### config.mk
export PLATFORM = sky130hd
export DESIGN_NAME = display_frame_arbiter
export DESIGN_NICKNAME = d
export VERILOG_FILES = /design/src/rtl/display_frame_arbiter.sv
export SDC_FILE = /design/constraint.sdc
export NUM_CORES = 1
export LEC_CHECK = 0
export CORE_UTILIZATION = 41
export CTS_BUF_LIST = sky130_fd_sc_hd__clkbuf_8
export DETAILED_ROUTE_END_ITERATION = 10
export MAX_ROUTING_LAYER = met4
export PLACE_DENSITY = 0.82
export SYNTH_ARGS = -nofsm -noshare
export SYNTH_HDL_FRONTEND = slang
export SYNTH_SLANG_ARGS = --single-unit
export TNS_END_PERCENT = 30
### constraint.sdc
create_clock -name i_clk -period 2.35 [get_ports i_clk]
set_input_delay 0.47 -clock i_clk [delete_from_list [all_inputs] [get_ports i_clk]]
set_output_delay 0.47 -clock i_clk [all_outputs]
set_load 0.01 [all_outputs]
### src/rtl/display_frame_arbiter.sv
// ----------------------------------------------------------------------------
// display_frame_arbiter
//
// Shares one 8-digit seven-segment display between NUM_REQ message sources
// (game status, random number, score, ...). Each source offers a frame made of
// a 56-bit segment word (digit 7 at [55:49], digit 0 at [6:0], 1 = lit) and an
// 8-bit digit-enable mask (1 = digit on). The display is granted round-robin;
// a granted frame is latched and shown for DWELL cycles, optionally blinking
// with a half-period of BLINK_HALF cycles. Outputs feed the AN_In/C_In inputs
// of SevenSegmentLED.
//
// Ports
//   i_clk        system clock, all logic on the rising edge
//   i_rst        synchronous active-high reset
//   i_req        level request per source, held until done or withdrawn
//   i_seg_in     source i segment frame at [i*56 +: 56]
//   i_an_in      source i digit-enable mask at [i*8 +: 8]
//   i_blink_in   source i wants its frame blinked
//   o_gnt        one-hot grant, all-zero while idle
//   o_done       one-cycle pulse on the last dwell cycle of a completed frame
//   o_an_mask    digit-enable mask to the display driver
//   o_seg_frame  segment word to the display driver
//   o_busy       high while a frame is shown
// ----------------------------------------------------------------------------
module display_frame_arbiter #(
    parameter int unsigned NUM_REQ    = 3,
    parameter int unsigned DWELL      = 100000000,
    parameter int unsigned BLINK_HALF = 25000000
) (
    input  logic                    i_clk,
    input  logic                    i_rst,
    input  logic [NUM_REQ-1:0]      i_req,
    input  logic [NUM_REQ*56-1:0]   i_seg_in,
    input  logic [NUM_REQ*8-1:0]    i_an_in,
    input  logic [NUM_REQ-1:0]      i_blink_in,
    output logic [NUM_REQ-1:0]      o_gnt,
    output logic [NUM_REQ-1:0]      o_done,
    output logic [7:0]              o_an_mask,
    output logic [55:0]             o_seg_frame,
    output logic                    o_busy
);

    localparam int unsigned PW = (NUM_REQ > 1) ? $clog2(NUM_REQ) : 1;
    localparam int unsigned DW = (DWELL > 1) ? $clog2(DWELL) : 1;
    localparam int unsigned BW = (BLINK_HALF > 1) ? $clog2(BLINK_HALF) : 1;

    localparam logic [DW-1:0] DwellLast = DW'(DWELL - 1);
    // Second-to-last dwell count: the edge leaving it registers the done pulse.
    localparam logic [DW-1:0] DwellPen  = DW'(DWELL - 2);
    localparam logic [BW-1:0] BlinkLast = BW'(BLINK_HALF - 1);
    localparam logic [PW-1:0] PtrRst    = PW'(NUM_REQ - 1);

    typedef enum logic [0:0] {
        StIdle,
        StShow
    } state_e;

    // ------------------------------------------------------------------------
    // State
    // ------------------------------------------------------------------------
    state_e               r_state;
    logic [PW-1:0]        r_ptr;        // last winner; also the source being shown
    logic [DW-1:0]        r_dwell;
    logic [BW-1:0]        r_blink_cnt;
    logic                 r_phase;
    logic                 r_blink;
    logic [7:0]           r_an_lat;
    logic [55:0]          r_seg_frame;  // doubles as the latched segment word
    logic [7:0]           r_an_mask;
    logic [NUM_REQ-1:0]   r_gnt;
    logic [NUM_REQ-1:0]   r_done;
    logic                 r_busy;

    state_e               w_state_nxt;
    logic [PW-1:0]        w_ptr_nxt;
    logic [DW-1:0]        w_dwell_nxt;
    logic [BW-1:0]        w_blink_cnt_nxt;
    logic                 w_phase_nxt;
    logic                 w_blink_nxt;
    logic [7:0]           w_an_lat_nxt;
    logic [55:0]          w_seg_frame_nxt;
    logic [7:0]           w_an_mask_nxt;
    logic [NUM_REQ-1:0]   w_gnt_nxt;
    logic [NUM_REQ-1:0]   w_done_nxt;
    logic                 w_busy_nxt;

    // Per-source views of the packed frame buses.
    logic [55:0]          w_seg_arr [NUM_REQ];
    logic [7:0]           w_an_arr  [NUM_REQ];

    always_comb begin
        for (int i = 0; i < int'(NUM_REQ); i++) begin
            w_seg_arr[i] = i_seg_in[i*56 +: 56];
            w_an_arr[i]  = i_an_in[i*8 +: 8];
        end
    end

    // ------------------------------------------------------------------------
    // Round-robin pick: scan upward from the source after the last winner,
    // wrapping, so the most recent winner has the lowest priority.
    // ------------------------------------------------------------------------
    logic                 w_any;
    logic [PW-1:0]        w_win;

    always_comb begin
        w_any = 1'b0;
        w_win = '0;
        for (int k = 1; k <= int'(NUM_REQ); k++) begin
            logic [PW-1:0] idx;
            idx = PW'((int'(r_ptr) + k) % int'(NUM_REQ));
            if (!w_any && i_req[idx]) begin
                w_any = 1'b1;
                w_win = idx;
            end
        end
    end

    // ------------------------------------------------------------------------
    // Next-state and registered-output logic
    // ------------------------------------------------------------------------
    always_comb begin
        w_state_nxt     = r_state;
        w_ptr_nxt       = r_ptr;
        w_dwell_nxt     = r_dwell;
        w_blink_cnt_nxt = r_blink_cnt;
        w_phase_nxt     = r_phase;
        w_blink_nxt     = r_blink;
        w_an_lat_nxt    = r_an_lat;
        w_seg_frame_nxt = r_seg_frame;
        w_an_mask_nxt   = r_an_mask;
        w_gnt_nxt       = r_gnt;
        w_done_nxt      = '0;
        w_busy_nxt      = r_busy;

        unique case (r_state)
            StIdle: begin
                w_gnt_nxt       = '0;
                w_seg_frame_nxt = '0;
                w_an_mask_nxt   = '0;
                w_busy_nxt      = 1'b0;
                if (w_any) begin
                    w_state_nxt      = StShow;
                    w_ptr_nxt        = w_win;
                    w_gnt_nxt[w_win] = 1'b1;
                    w_seg_frame_nxt  = w_seg_arr[w_win];
                    w_an_lat_nxt     = w_an_arr[w_win];
                    w_an_mask_nxt    = w_an_arr[w_win];
                    w_blink_nxt      = i_blink_in[w_win];
                    w_phase_nxt      = 1'b1;
                    w_dwell_nxt      = '0;
                    w_blink_cnt_nxt  = '0;
                    w_busy_nxt       = 1'b1;
                end
            end

            StShow: begin
                // Terminal cycle ends the frame whatever req does (done is
                // already out); an earlier drop of req is a withdrawal.
                if (r_dwell == DwellLast || !i_req[r_ptr]) begin
                    w_state_nxt     = StIdle;
                    w_gnt_nxt       = '0;
                    w_seg_frame_nxt = '0;
                    w_an_mask_nxt   = '0;
                    w_busy_nxt      = 1'b0;
                    w_dwell_nxt     = '0;
                    w_blink_cnt_nxt = '0;
                    w_phase_nxt     = 1'b0;
                end else begin
                    w_dwell_nxt = r_dwell + 1'b1;
                    if (r_dwell == DwellPen) begin
                        w_done_nxt = r_gnt;
                    end
                    if (r_blink) begin
                        if (r_blink_cnt == BlinkLast) begin
                            w_blink_cnt_nxt = '0;
                            w_phase_nxt     = ~r_phase;
                        end else begin
                            w_blink_cnt_nxt = r_blink_cnt + 1'b1;
                        end
                    end
                    w_an_mask_nxt = r_an_lat & {8{w_phase_nxt}};
                end
            end

            default: begin
                w_state_nxt = StIdle;
            end
        endcase
    end

    always_ff @(posedge i_clk) begin
        if (i_rst) begin
            r_state     <= StIdle;
            r_ptr       <= PtrRst;
            r_dwell     <= '0;
            r_blink_cnt <= '0;
            r_phase     <= 1'b0;
            r_blink     <= 1'b0;
            r_an_lat    <= '0;
            r_seg_frame <= '0;
            r_an_mask   <= '0;
            r_gnt       <= '0;
            r_done      <= '0;
            r_busy      <= 1'b0;
        end else begin
            r_state     <= w_state_nxt;
            r_ptr       <= w_ptr_nxt;
            r_dwell     <= w_dwell_nxt;
            r_blink_cnt <= w_blink_cnt_nxt;
            r_phase     <= w_phase_nxt;
            r_blink     <= w_blink_nxt;
            r_an_lat    <= w_an_lat_nxt;
            r_seg_frame <= w_seg_frame_nxt;
            r_an_mask   <= w_an_mask_nxt;
            r_gnt       <= w_gnt_nxt;
            r_done      <= w_done_nxt;
            r_busy      <= w_busy_nxt;
        end
    end

    assign o_gnt       = r_gnt;
    assign o_done      = r_done;
    assign o_an_mask   = r_an_mask;
    assign o_seg_frame = r_seg_frame;
    assign o_busy      = r_busy;

endmodule

==> results of run 1 <==
## path summary, 6_finish.rpt
path | from | endpoint
worst max-delay path | r_ptr[0]$_SDFFE_PP0P_ | o_seg_frame[33]$_SDFFE_PP0P_
worst min register to register | r_blink_cnt[21]$_SDFFE_PP0P_ | r_blink_cnt[21]$_SDFFE_PP0P_
worst max register to register | r_ptr[0]$_SDFFE_PP0P_ | o_seg_frame[33]$_SDFFE_PP0P_
worst min-delay path | i_rst | r_blink$_SDFFE_PP0P_
## cell families (layout without fill, tap and decap cells)
group                      after synthesis  in the layout
xor gates and xnor gates                12             12
and+or+nand+nor                        235            235
adders and majority gates                7              7
muxes                                   71             71
buffers and inverters                   81            400
AOI/OAI and AO/OA                      245            245
DFF                                    136            136
other                                    0              1
## power groups by stage
| stage | Combinational (mW) | Sequential (mW) | Clock (mW) |
|---|---|---|---|
| floorplan | 3.59 | 3.68 | 0 |
| global placement | 6.88 | 3.47 | 0 |
| detailed placement | 6.99 | 3.47 | 0 |
| CTS | 7.38 | 3.45 | 1.79 |
| global route | 7.92 | 3.54 | 1.91 |
| finish | 7.54 | 3.47 | 1.78 |
## layout by cell type, fill, tap and decap left out, types with 11 or more instances in the layout
cell type	instances
nand3_1	32
inv_1	14
nor3_1	15
buf_4	68
dfxtp_1	134
clkdlybuf4s50_1	269
xnor2_1	11
or3_1	18
clkbuf_8	19
nand4_1	13
o21ai_0	24
buf_12	11
mux2i_1	54
nand2_1	50
o22ai_1	30
a22oi_1	59
a31oi_1	20
and3_1	14
o22ai_2	27
a21oi_1	35
nor2_1	38
## layout make-up
| type | instances | share of cell area [%] |
|---|---|---|
| diodes | 1 | 0.0225 |
| well taps | 220 | 2.47 |
| multi-input cells | 570 | 37.9 |
| clock buffers | 19 | 2.35 |
| flip-flops and latches | 136 | 24.5 |
| repair buffers | 352 | 31.3 |
| clock inverters | 13 | 0.866 |
| inverters | 16 | 0.540 |
## synthesized netlist by cell type (4+ instances only)
cell        n
nand3b_1    8
a21oi_1    36
nor4_1      7
xnor2_1    11
nand2b_1    6
or3_1      19
o21ai_0    24
buf_6       8
nand3_1    33
clkbuf_1   41
a211oi_1    8
and3_1     14
nor2_1     39
mux2i_1    60
and4_1      4
mux2_2     10
nand4_1    13
a41oi_1     6
buf_2      14
a22oi_1    59
nor3_1     16
inv_1      16
o22ai_2    26
a31oi_1    20
nand2_1    53
o22ai_1    33
ha_1        7
a311oi_1   14
dfxtp_1   136
## through the flow
| step | hold WS (ns) | total power, mW | area [µm²] |
|---|---|---|---|
| final | 0.448 | 12.8 | 11100 |
| after detailed placement | 0.472 | 10.5 | 10500 |
| after CTS | 0.428 | 12.6 | 11000 |
| after global routing | 0.465 | 13.4 | 11100 |
| after global placement | 0.463 | 10.3 | 10500 |
| after floorplan | 0.443 | 7.27 | 7180 |
## metal layers
metal | track usage (%) | wire (µm)
met5 | - | 0
met4 | 13.1 | 1010
met3 | 7.61 | 2010
met2 | 48.1 | 13100
met1 | 33.2 | 9900
## state kept, by name, summed over array words and instances (netlist names)
name and cells:
r_blink 1, o_seg_frame 56, r_an_lat 8, o_done 3
r_state 1, r_dwell 27, o_gnt 3, r_ptr 2
r_phase 1, r_blink_cnt 25, o_busy 1, o_an_mask 8
## worst max-delay path, cell delays in order, from the launching register on
cell and delay [ns]:
dfxtp_4 0.37, buf_4 0.15, ha_4 0.19, mux2i_2 0.16
mux2i_2 0.19, or4b_4 0.51, o31ai_4 0.29, nand2b_2 0.11
buf_12 0.21, o22ai_1 0.21
## repair_timing
item / 4_1_cts / 5_1_grt
setup buffers: 4 / 6
pin swaps: 5 / 3
cloned: 1 / 1
resized for setup: 12 / 22
endpoints found under the setup margin: 66 / 122
hold endpoints to repair: 0 / 0
==> impl_results.md, run 1 <==
* Status: complete, but fails checks
* Failing checks: negative setup slack
* Worst Path Required at 2.72 ns
* R2r worst-path depth at 9
* Number of synthesized flops with an enable pin at 0
* RSZ-0062 raised after global routing: true
* Final net count at 1300
* Clock Latency Late Sink at 0.46 ns
* H-tree Lvls at 4
* Area delta synth->final at 56.7%
* Post-Synthesis Cells at 787
* Antenna Violating Nets Remaining at 0
* Post-synth top area share at 38.3%
* Async SR Flop Fraction at 0%
* Residual DRC at 0
* Final Core Density at 66.4%
* Max clock buf depth at 2
* Global-route wire length before repair at 39.5 mm
* Maximum net fanout on the critical path at 56
* Final setup margin at -0.157 ns
* Max-cap violations at 0
* CP arrival at 2.88 ns
* Layout Cells excl Fill at 1327
* Synth Area in Simple Gates at 17.9%
* Final hold vios at 0
* Vert. Die Dim at 134 µm
* Sw power at 5.08 mW
* GP Congestion at 0.853
* Placed Instances at 1283
* DRT Wirelength at 26.0 mm
* Final setup violation count at 80
* Gr ovfl total at 0
* DP HPWL at 18.3 mm
* Yosys reg bits at 136
* Syn_nets at 994
* Vias in the first global route at 7541
* Setup WS pre-CTS at -0.340 ns
* Max Clock Skew at 0.0189 ns
* Fillers at 1297
* Mux cell area share after synthesis at 10.2%
* Hold Path Stages at 2
* Syn Area/Cell at 9.03 µm²
* Number of vias in the routed layout at 7726
* Detailed-route wire length per cell at 19.6 µm
* Post-CTS Hold Fix Bufs at 0
* Clock Sinks at 136
* Global-route usage over all layers at 29.2%
* First DRT Iteration DRCs at 555
* Sw Ratio at 39.7%
* Slew headroom at 56.9%
* # IOs at 271
* Flop pwr share at 27.1%
* Compound-Gate Fraction of Synth Area at 25.4%
* Number of buffers added on ports at 270
* Clock slew at reported path FFs at 0.09 ns
* Worst-Margin Slew at 0.641 ns
* Power density cells at 1150 mW/mm²
* Die outline width at 134 µm
* Leading area contributor after synthesis: dfxtp_1
* Clock Power Share at 13.9%
* TritonCTS clock tree: built
* Initial Util at 42.4%
* Largest family of logic cells by synthesized area: compound AO/OA/AOI/OAI gates
* LEAKAGE at 4.01 nW
* Core footprint at 0.0168 mm²
* Antenna violations before repair at 1
* FF/Latch Area at 0.00273 mm²
* Largest net degree at the start of global routing at 57
* CP Capture Type: register
* Crit share post-route at 107%
* Final slew viol count at 0
* Area of the multi-input gates at 0.00422 mm²
* Internal at 7.70 mW
* Synthesized area at 0.00710 mm²
* Clock Tree Root: clkbuf_8
* TritonCTS buffer count at 17
* Pre-Repair DR Iteration Count at 7
* Area contributors post-synth: dfxtp_1 38%, mux2i_1 8.5%, a22oi_1 6.2%
* Sequential-to-total area share from yosys stat at 38.3%
* Die area at 0.0179 mm²
* Maximum clock rate at 0.399 GHz
* Hold Crit Class: in2reg
* Setup CP Type: reg2reg
* Max rail drop VDD at 759 µV
* CP startpoint kind: register
* FF-to-FF setup slack at -0.16 ns
* Most used flip-flop cell after synthesis: dfxtp_1
* Adder-cell share of the synthesized area at 1.23%
* Xor/xnor share of the synthesized area at 1.48%
* Standard-cell rows at 47
* Comb power frac at 59.0%
* Synth warnings at 0
* Yosys cell types at 61
* Vias per cell at 5.82
* Total negative setup slack at -4.59 ns
* Layout cells sized above 1 at 18.1%
* Min cycle time layout at 2.51 ns
No activity file was read; power rests on OpenSTA's default activity.
==> inputs of run 2 (changes only) <==
CAP_MARGIN = 0   (was not set)
SKIP_CTS_REPAIR_TIMING = 1   (was not set)
==> run 2 against run 1 <==
Net effect: core utilization increased by 1.4 points; critical path type unchanged; the run still ends with negative setup slack left; register-to-register slack improved by 0.14 ns; routed wire length about the same; die area unchanged; count of clock-buffer cells in the layout unchanged; final area increased by 2.1%; largest power group unchanged; first-iteration DRC count increased by 8.1%; critical endpoint unchanged; sequential cell count unchanged; critical path depth unchanged; largest cell class unchanged.
==> impl_results.md, run 2 (synthesized netlist as in run 1, its figures left out) <==
* Initial Util at 42.4% (unchanged)
* Slew headroom at 60.1% (was 56.9%)
* Final setup margin at -0.0215 ns (was -0.157 ns)
* Met3 Use GR at 7.65% (was 7.61%)
* Gr ovfl total at 0 (unchanged)
* LEAKAGE at 4.09 nW (was 4.01 nW)
* Maximum net fanout on the critical path at 56 (unchanged)
* FF-to-FF setup slack at -0.02 ns (was -0.16 ns)
* Most common cell after layout, fill and taps aside: clkdlybuf4s50_1 (unchanged)
* Standard-cell rows at 47 (unchanged)
* Global-route usage over all layers at 28.6% (was 29.2%)
* Max Clock Skew at 0.0173 ns (was 0.0189 ns)
* TritonCTS clock tree: built (unchanged)
* Power density cells at 1180 mW/mm² (was 1150 mW/mm²)
* Clock slew at reported path FFs at 0.09 ns (about the same)
* Global-route layer with the greatest usage: met2 (unchanged)
* Hold Path Stages at 2 (unchanged)
* Final Core Density at 67.8% (was 66.4%)
* Vias per cell at 5.82 (about the same)
* Max reg flops at 56 (unchanged)
* Min cycle time layout at 2.37 ns (was 2.51 ns)
* Max rail drop VDD at 856 µV (was 759 µV)
* Core footprint at 0.0168 mm² (unchanged)
* First DRT Iteration DRCs at 600 (was 555)
* Hold EP: r_blink$_SDFFE_PP0P_ (unchanged)
* Final slew viol count at 0 (unchanged)
* Pre-Repair DR Iteration Count at 5 (was 7)
* TritonCTS buffer count at 17 (unchanged)
* Layout cells sized above 1 at 19.9% (was 18.1%)
* Final setup violation count at 10 (was 80)
* # IOs at 271 (unchanged)
* RSZ-0062 raised after global routing: true (unchanged)
* Worst Path Required at 2.73 ns (was 2.72 ns)
* Crit share post-route at 101% (was 107%)
* M2 GR Usage at 46.6% (was 48.1%)
* Largest net degree at the start of global routing at 57 (unchanged)
* Die area at 0.0179 mm² (unchanged)
* Number of vias in the routed layout at 7714 (was 7726)
* Hold Crit Class: in2reg (unchanged)
* Antenna Violating Nets Remaining at 0 (unchanged)
* DP HPWL at 18.3 mm (unchanged)
* CP arrival at 2.75 ns (was 2.88 ns)
* CP startpoint kind: register (unchanged)
* Setup CP Type: reg2reg (unchanged)
* Status: complete, but fails checks (unchanged)
* Final net count at 1299 (was 1300)
* Reg2Reg Launch Point: r_ptr[0]$_SDFFE_PP0P_ (unchanged)
* R2r worst-path depth at 9 (unchanged)
* Ant diodes at 0 (was 1)
* Residual DRC at 0 (unchanged)
* Vert. Die Dim at 134 µm (unchanged)
* GP Congestion at 0.853 (unchanged)
* Maximum clock rate at 0.422 GHz (was 0.399 GHz)
* Setup WS pre-CTS at -0.340 ns (unchanged)
* Hold Worst Slack at 0.449 ns (was 0.448 ns)
* Area delta synth->final at 60.0% (was 56.7%)
* Global-route wire length before repair at 38.7 mm (was 39.5 mm)
* Max-cap violations at 0 (unchanged)
* Clock Latency Late Sink at 0.46 ns (about the same)
* Final hold vios at 0 (unchanged)
* H-tree Lvls at 4 (unchanged)
* Hold path start: i_rst (unchanged)
* GR met1 Demand/Resource at 32.8% (was 33.2%)
* Antenna violations before repair at 0 (was 1)
* Most frequent cells in the layout: 269 x clkdlybuf4s50_1, 134 x dfxtp_1, 59 x a22oi_1 (was 269 x clkdlybuf4s50_1, 134 x dfxtp_1, 68 x buf_4)
* Die outline width at 134 µm (unchanged)
* RR Endpoint: o_seg_frame[33]$_SDFFE_PP0P_ (unchanged)
* Max clock buf depth at 2 (unchanged)
* Total negative setup slack at -0.122 ns (was -4.59 ns)
* Failing checks: negative setup slack (unchanged)
* Detailed-route wire length per cell at 19.6 µm (about the same)
* Clock Sinks at 136 (unchanged)
* Clock Tree Root: clkbuf_8 (unchanged)
* CP Capture Type: register (unchanged)
* DRT Wirelength at 26.0 mm (about the same)
* Vias in the first global route at 7440 (was 7541)
* Worst-Margin Slew at 0.594 ns (was 0.641 ns)
* Number of buffers added on ports at 270 (unchanged)
run 2: layer usage:
layer  vias up  wire [µm]
met5         -          0
met4         0       1140
met3        74       1880
met2       339      13100
met1      3671       9870
li1       3630          -
run 2: worst max-delay path, stage by stage, from the launching register on:
cell	delay [ns]
dfxtp_4	0.37
buf_6	0.12
ha_4	0.19
mux2i_4	0.19
mux2i_2	0.16
or4b_4	0.50
o31ai_4	0.23
nand2b_2	0.10
buf_12	0.21
o22ai_1	0.17
run 2: where the power goes:
group	internal [mW]	leakage, nW	switching [mW]
clock network	0.792	0.176	0.984
registers	3.02	1.11	0.455
logic	4.28	2.80	3.85
run 2: per-stage QoR:
step,instance area [µm²],power (mW),instances
6_report,11400,13.4,1325
5_1_grt,11400,14.0,1325
4_1_cts,10900,12.3,1315
2_1_floorplan,7180,7.27,787
3_5_place_dp,10500,10.5,1283
3_3_place_gp,10500,10.3,1283
run 2: layout make-up:
type                            instances  area [µm²]
Clock buffer                           19         262
Clock inverter                         13        96.3
Fill cell                            1223        5390
Inverter                               16        62.6
Multi-Input combinational cell        570        4400
Sequential cell                       136        2730
Tap cell                              220         275
Timing Repair Buffer                  351        3540
run 2: worst max-delay path by stage:
stage,startpoint,end,slack (ns),cells past startpoint
2_1_floorplan,r_ptr[1]$_SDFFE_PP1P_,o_seg_frame[50]$_SDFFE_PP0P_,-0.02,11
3_3_place_gp,i_req[2],o_seg_frame[50]$_SDFFE_PP0P_,-0.26,9
3_5_place_dp,i_req[1],r_dwell[24]$_SDFFE_PP0P_,-0.34,8
4_1_cts,r_ptr[0]$_SDFFE_PP0P_,o_seg_frame[44]$_SDFFE_PP0P_,-0.18,10
5_1_grt,r_ptr[0]$_SDFFE_PP0P_,r_an_lat[1]$_SDFFE_PP0P_,-0.14,11
6_report,r_ptr[0]$_SDFFE_PP0P_,o_seg_frame[33]$_SDFFE_PP0P_,-0.02,9
